==> src/rtl/pll_reset_sequencer.sv <==
// PLL reset sequencer: holds the PLL in reset, qualifies its lock output,
// then releases the downstream clock-domain resets one by one in ascending
// order. Loss of lock or a relock request restarts the whole sequence.
module pll_reset_sequencer #(
  parameter int unsigned NUM_DOMAINS    = 5,
  parameter int unsigned PLL_RST_CYCLES = 16,
  parameter int unsigned LOCK_STABLE    = 1024,
  parameter int unsigned LOCK_TIMEOUT   = 65536,
  parameter int unsigned RELEASE_GAP    = 64,
  parameter int unsigned CNT_W          = 17
) (
  input  logic                   refclk_i,
  input  logic                   rst_i,
  input  logic                   pll_locked_i,
  input  logic                   relock_req_i,
  output logic                   pll_rst_o,
  output logic [NUM_DOMAINS-1:0] domain_rst_o,
  output logic                   ready_o,
  output logic [1:0]             state_o,
  output logic [7:0]             lock_lost_cnt_o,
  output logic [7:0]             timeout_cnt_o
);

  typedef enum logic [1:0] {
    StPllRst   = 2'd0,
    StWaitLock = 2'd1,
    StRelease  = 2'd2,
    StRun      = 2'd3
  } state_e;

  localparam logic [CNT_W-1:0] RstLast   = CNT_W'(PLL_RST_CYCLES - 1);
  localparam logic [CNT_W-1:0] TmoLast   = CNT_W'(LOCK_TIMEOUT - 1);
  localparam logic [CNT_W-1:0] GapLast   = CNT_W'(RELEASE_GAP - 1);
  localparam logic [CNT_W-1:0] StableTgt = CNT_W'(LOCK_STABLE);

  localparam logic [NUM_DOMAINS-1:0] AllRst   = '1;
  // Domain 0 is already released in the first RELEASE cycle.
  localparam logic [NUM_DOMAINS-1:0] FirstRel = AllRst << 1;

  logic                   sync1_q, sync2_q;
  state_e                 state_q;
  // Shared phase counter: hold time in PLLRST, timeout in WAIT_LOCK, gap in RELEASE.
  logic [CNT_W-1:0]       cnt_q;
  logic [CNT_W-1:0]       stable_q;
  logic                   pll_rst_q;
  logic [NUM_DOMAINS-1:0] domain_rst_q;
  logic                   ready_q;
  logic [7:0]             lost_q;
  logic [7:0]             tmo_q;

  logic [CNT_W-1:0]       stable_d;
  logic                   restart;

  // Two-flop synchronizer for the asynchronous lock indication.
  always_ff @(posedge refclk_i) begin
    if (rst_i) begin
      sync1_q <= 1'b0;
      sync2_q <= 1'b0;
    end else begin
      sync1_q <= pll_locked_i;
      sync2_q <= sync1_q;
    end
  end

  // Next consecutive-lock count and the restart trigger for RELEASE/RUN.
  always_comb begin
    stable_d = sync2_q ? stable_q + 1'b1 : '0;
    restart  = !sync2_q || relock_req_i;
  end

  // Sequencing FSM with registered outputs and saturating status counters.
  always_ff @(posedge refclk_i) begin
    if (rst_i) begin
      state_q      <= StPllRst;
      cnt_q        <= '0;
      stable_q     <= '0;
      pll_rst_q    <= 1'b1;
      domain_rst_q <= AllRst;
      ready_q      <= 1'b0;
      lost_q       <= '0;
      tmo_q        <= '0;
    end else begin
      case (state_q)
        StPllRst: begin
          if (cnt_q == RstLast) begin
            state_q   <= StWaitLock;
            pll_rst_q <= 1'b0;
            cnt_q     <= '0;
            stable_q  <= '0;
          end else begin
            cnt_q <= cnt_q + 1'b1;
          end
        end
        StWaitLock: begin
          stable_q <= stable_d;
          // Stable lock wins over a timeout landing in the same cycle.
          if (stable_d == StableTgt) begin
            state_q      <= StRelease;
            cnt_q        <= '0;
            domain_rst_q <= FirstRel;
          end else if (cnt_q == TmoLast) begin
            state_q   <= StPllRst;
            pll_rst_q <= 1'b1;
            cnt_q     <= '0;
            if (tmo_q != 8'hFF) tmo_q <= tmo_q + 1'b1;
          end else begin
            cnt_q <= cnt_q + 1'b1;
          end
        end
        StRelease, StRun: begin
          // A restart overrides any release step due in the same cycle.
          if (restart) begin
            state_q      <= StPllRst;
            pll_rst_q    <= 1'b1;
            domain_rst_q <= AllRst;
            ready_q      <= 1'b0;
            cnt_q        <= '0;
            if (!sync2_q && lost_q != 8'hFF) lost_q <= lost_q + 1'b1;
          end else if (state_q == StRelease) begin
            if (domain_rst_q == '0) begin
              state_q <= StRun;
              ready_q <= 1'b1;
            end else if (cnt_q == GapLast) begin
              // Shifting in a zero releases the next domain in index order.
              domain_rst_q <= domain_rst_q << 1;
              cnt_q        <= '0;
            end else begin
              cnt_q <= cnt_q + 1'b1;
            end
          end
        end
        default: state_q <= StPllRst;
      endcase
    end
  end

  assign pll_rst_o       = pll_rst_q;
  assign domain_rst_o    = domain_rst_q;
  assign ready_o         = ready_q;
  assign state_o         = state_q;
  assign lock_lost_cnt_o = lost_q;
  assign timeout_cnt_o   = tmo_q;

endmodule

==> config.mk <==
export PLATFORM = sky130hd
export DESIGN_NAME = pll_reset_sequencer
export DESIGN_NICKNAME = d
export VERILOG_FILES = /design/src/rtl/pll_reset_sequencer.sv
export SDC_FILE = /design/constraint.sdc
export NUM_CORES = 1
export LEC_CHECK = 0
export BUFFER_PORTS_ARGS = -buffer_cell sky130_fd_sc_hd__buf_2
export CAP_MARGIN = 15
export CORE_UTILIZATION = 46
export DETAILED_ROUTE_END_ITERATION = 12
export PLACE_DENSITY = 0.72
export SYNTH_ARGS = -nofsm -noshare
export SYNTH_HDL_FRONTEND = slang
export SYNTH_SLANG_ARGS = --single-unit
==> constraint.sdc <==
create_clock -name refclk_i -period 6.45 [get_ports refclk_i]
set_input_delay 0.645 -clock refclk_i [delete_from_list [all_inputs] [get_ports refclk_i]]
set_output_delay 0.645 -clock refclk_i [all_outputs]
set_load 0.1 [all_outputs]
* Word level (Yosys, flattened, before mapping)
Index checks and enable logic that the tools add are counted.
Cells by class: add/sub/neg operators 4, equal/unequal tests 19, multiplexer cells 32, bitwise gates (word level) 1, reductions and logical operators 18
Operators with widths (number):
- 2-to-1 mux 17 bit | 9
- case mux 17 bit (3 select lines) | 1
- adder 17 x 1 -> 17 bit (second input constant) | 2
- case mux 17 bit (2 select lines) | 1
- 2-to-1 mux 5 bit | 5
- equality test 17 x 11 -> 1 bit (second input constant) | 1
- equality test 17 x 16 -> 1 bit (second input constant) | 1
- equality test 17 x 4 -> 1 bit (second input constant) | 1
- equality test 17 x 6 -> 1 bit (second input constant) | 1
- adder 8 x 1 -> 8 bit (second input constant) | 2
- inequality test 8 bit (second input constant) | 2
- inequality test 3 bit (second input constant) | 5
- 2-to-1 mux 2 bit | 6
- AND reduction 4 bit | 3
- inequality test 2 bit (second input constant) | 5
- case mux 5 bit (2 select lines) | 1
- nonzero test 2 bit | 4
- 2-to-1 mux 1 bit | 7
- case mux 2 bit (3 select lines) | 1
- AND reduction 3 bit | 2
- logical NOT 5 bit | 1
- AND reduction 5 bit | 1
- equality test 2 bit (second input constant) | 2
- AND reduction 2 bit | 2
- 8 further kinds | 8
Storage, ports and cells: register bits after elaboration 61, input port bits 4, output and inout port bits 25, word-level logic and storage cells 84

* Depth between registers and ports, before layout
word-level depth 6, gate-level depth with buffers 13, gate-level depth less buffers 12

* Worst setup path before layout
OpenSTA, ideal clock, no wires.
path kind register -> register, from register cnt_q[0], to register tmo_q[3], in the netlist timeout_cnt_o[3], library setup time 70 ps, data arrival time 2583 ps, data required time 6380 ps, path slack 3796 ps, cell stages (with the launch flop) 13, buffers on the path 0, clock period less this slack 2654 ps, cell sequence dfxtp_1 -> ha_1 -> nand2_1 -> nor4_1 -> and3_1 -> and3_1 -> nand3_1 -> inv_1 -> ha_1 -> nand2_1 -> nor2_1 -> or4b_1 -> a21oi_1
On the way: cells in the longest elaborated chain, start to end 2
Ends and longest elaborated chain:
- from (decl) | RTL line 43 | logic [CNT_W-1:0] cnt_q;
- from (signal assigned) | RTL line 91 | cnt_q <= cnt_q + 1'b1;
- from (signal assigned) | RTL line 107 | cnt_q <= cnt_q + 1'b1;
- from (signal assigned) | RTL line 128 | cnt_q <= cnt_q + 1'b1;
- equality test 17 x 16 -> 1 bit | RTL line 101 | end else if (cnt_q == TmoLast) begin
- AND reduction 4 bit (no line)
- to (signal assigned) | RTL line 105 | if (tmo_q != 8'hFF) tmo_q <= tmo_q + 1'b1;
- to (decl) | RTL line 49 | logic [7:0] tmo_q;
No other way between the ends. A chain may end at the register's enable or synchronous reset.

* Worst setup path after layout
from register cnt_q[0], to register cnt_q[2]
On the way: cells in the longest elaborated chain, start to end 6, elaborated cells on any way between the ends 12, classes of those cells 1 x add/sub; 3 x eq/ne; 8 x mux
Ends and longest elaborated chain:
- adder 17 x 1 -> 17 bit or equality test 17 x 6 -> 1 bit (tied branches)
- 2-to-1 mux 17 bit | RTL line 123 | end else if (cnt_q == GapLast) begin
- 2-to-1 mux 17 bit | RTL line 120 | if (domain_rst_q == '0) begin
- 2-to-1 mux 17 bit | RTL line 119 | end else if (state_q == StRelease) begin
- 2-to-1 mux 17 bit | RTL line 112 | if (restart) begin
- case mux 17 bit (3 select lines) (*) | RTL line 83 | case (state_q)
Every way passes the cells marked *; elsewhere a longest branch is shown, timed or not. The select of a mux whose other input is x is not followed.

==> results.md <==
- FMAX: approximately 310 MHz
- Leakage Power: about 1.3 nW
- Final cell count without fillers: approximately 560
- Post-Synth Simple-Gate Area: between 20% and 30%
- Initial antenna violation count: 0
- Vias per std cell: between 5 and 6
- Crit path launch type: flip-flop
- Initial Utilization: between 40% and 50%
- Compound-Gate Fraction of Synth Area: ~22%
- Via count: between 3,000 and 4,000
- Synth Area in XOR/XNOR: under 10%
- Worst r2r dst: cnt_q[2]
- Post-route cell area: about 0.0038 mm^2
- CP bufs+invs: 2
- Tmin final: 3270 ps
- Worst-path cell chain: ha_1 -> nand2_1 -> nor4_1 -> and3_1 -> and3_1 -> nand3_1 -> inv_1 -> ha_1 -> or3_1 -> o22ai_1 -> buf_4 -> nor2_2 -> o311ai_0
- Wire length of the first global-routing pass: roughly 13,000 um
- Router iterations before antenna repair: 5
- Root buffer cell: clkbuf_8
- Reg2Reg Setup Slack: 3180 ps
- Final slew viol count: 0
- Critical path class: reg2reg
- Dpl hpwl: approximately 5300 um
- DRC: 0
- Worst Setup SP: cnt_q[0]
- Cell Rows: 31
- Status: finished, final reports clean
- CP max stage cell: nor2_2
- Nets: 470
- Post-synthesis register bit count: between 60 and 70
- Die Span Y: ~89 um
- Longest Clk Path Bufs: 2
- Worst-Margin Slew: 1000 ps
- FFs w/ async S/R, synth: 0%
- CTS tree: built
- Layout cells sized above 1: 11.0%
- 1st-iter DRT viols: between 150 and 200
- RSZ-0062 raised after global routing: false
- Setup Fix Bufs, Post-CTS: 0
- Dpl cells: 548
- Die area: between 0.007 and 0.008 mm^2
- Skew final: ~5.5 ps
- Commonest non-fill, non-tap cell in the layout: dfxtp_1
- CTS H-tree lvls: 3
- CP top delay family: simple AND/OR/NAND/NOR gates
- Slew headroom: 33.1%
- Mapped Cells: roughly 440
- CTS sink count: 61
- Post-Route WL: roughly 8000 um
- Crit. End Element: flip-flop
- Diode count: 0
- # port buffers: 28
- Hold crit path type: reg2reg
- Net Count, Synth: around 450
- Reg clk slew, reported paths: roughly 70 ps
- Critical R2R Launch: cnt_q[0]
- Adder-Cell Fraction of Synth Area: about 2.2%
- Finished Core Util: 52.3%
- Antenna Nets Post-Route: 0
- Final Hold Viols: 0
- Setup TNS Final: 0 ps
- Total gr overflow: 0
- Critical path's largest stage delay: roughly 480 ps
- # resized after CTS: 0
- Die W: 88.6 um
- Critical Path End: cnt_q[2]
- Hold_buf cts: 0
- Wirelength per Cell: roughly 14 um
- Placer Congestion: about 0.82
- Clock latency on the worst-skew pair: around 340 ps
- Synth cell types: 63
- Final setup vio count: 0
- Power per cell area: 196 mW/mm^2
- Arr. time, crit path: roughly 3500 ps
- Max Cap Viol: 0
- Syn Std Cell Area: ~0.0034 mm^2
- Commonest non-fill, non-tap cells in the layout: dfxtp_1 (61), nand2_1 (50), nor2_1 (50)
- Crit path depth: 13
- Sequential share of the synthesized area: 35.4%
- Avg Cell Area, Syn: approximately 7.8 um^2
- Post-DP Area: 0.00360 mm^2
- Tot GR Track Use: a little over a fifth
- Main combinational cell family by area after synthesis: simple AND/OR/NAND/NOR gates
- Area growth, synth to finish: 9.91%
- WP data required: around 6600 ps
- Final Cycle Share: 50.7%
- Num CTS Buffers: 9
- # IOs: 29
- Core Box Area: 0.00725 mm^2
- Yosys Warn Count: 0
- Ys flop type: dfxtp_1
- Post-synth EDFFs: 0
- Number of cells on the worst reg-to-reg path: 13
- Post-synthesis mux area share: roughly 1.9%
- VDD IR max: approximately 96 uV
- Largest net degree at the start of global routing: 45
- Vias in the first global route: 2,787
- Worst Path Max Fanout: 15
## worst register-to-register path, delay by kind of cell (launching register included)
| kind | cells | cell delay, ps |
|---|---|---|
| flops | 1 | 420 |
| simple gates | 7 | 1540 |
| compound gates | 2 | 290 |
| fa+ha+maj | 2 | 550 |
| buf+inv | 2 | 300 |
## registers in the layout (all words and copies together) (netlist names)
| name | cells |
|---|---|
| cnt_q | 17 |
| lock_lost_cnt_o | 8 |
| sync1_q | 1 |
| ready_o | 1 |
| sync2_q | 1 |
| stable_q | 17 |
| state_o | 2 |
| pll_rst_o | 1 |
| timeout_cnt_o | 8 |
| domain_rst_o | 5 |
## cells in the mapped netlist (4+ instances only)
library cell   n  area [um^2]
dfxtp_1       61         1220
nand2_1       50          188
nor2_1        50          188
nand3_1       28          140
a21oi_1       27          135
o21ai_0       22          110
o211ai_1      21          158
clkbuf_1      13         48.8
inv_1         13         48.8
nor4_1        12         75.1
nand4_1       10         62.6
or3_1         10         62.6
and3_1         8         50.1
nor3_1         7         35.0
a211oi_1       6         45.0
ha_1           6         75.1
o22ai_1        6         37.5
xor2_1         6         52.6
nor2b_1        5         31.3
xnor2_1        5         43.8
buf_2          4         20.0
buf_4          4         30.0
o2111ai_1      4         35.0
o31ai_1        4         30.0
or4b_1         4         40.0
## final cells by class
type / instances / area [um^2]
Fill cell: 700 / 3460
Timing Repair Buffer: 31 / 163
Tap cell: 99 / 124
Sequential cell: 61 / 1220
Clock buffer: 14 / 163
Clock inverter: 1 / 30.0
Inverter: 13 / 48.8
Multi-Input combinational cell: 344 / 2040
## worst min-delay path by stage
stage            start       to  depth (start not counted)
6_report       sync1_q  sync2_q                          1
5_1_grt        sync1_q  sync2_q                          1
4_1_cts        sync1_q  sync2_q                          1
3_5_place_dp   sync1_q  sync2_q                          1
3_3_place_gp   sync1_q  sync2_q                          1
2_1_floorplan  sync1_q  sync2_q                          1
## through the flow
step,total power [mW],hold WS (ps),setup slack [ps]
3_5_place_dp,0.406,428,3200
2_1_floorplan,0.400,414,3800
4_1_cts,0.749,444,3190
3_3_place_gp,0.405,417,3400
6_report,0.744,439,3180
5_1_grt,0.764,465,2910
## logic make-up (layout without fill, tap and decap cells)
kind of cell / count (synthesis) / in the layout
AND/OR/NAND/NOR: 204 / 204
AO/OA/AOI/OAI: 117 / 117
flip-flops: 61 / 61
buffers and inverters: 39 / 59
XOR/XNOR: 11 / 11
adder cells (fa/ha/maj): 6 / 6
multiplexers: 6 / 6
## routing by layer
layer / track usage (%) / wire [um] / vias up
met4: 7.62 / 92 / 0
met3: 4.57 / 255 / 10
li1: - / - / 1671
met5: 0 / 0 / -
met1: 29.1 / 3900 / 1517
met2: 34.3 / 3750 / 59
## where the power goes
group	switching [mW]	internal (mW)	total, mW
Clock	0.149	0.198	0.347
Combinational	0.0109	0.00449	0.0154
Sequential	0.00308	0.379	0.382
Total	0.163	0.582	0.744
(Power assumes the default switching activity.)
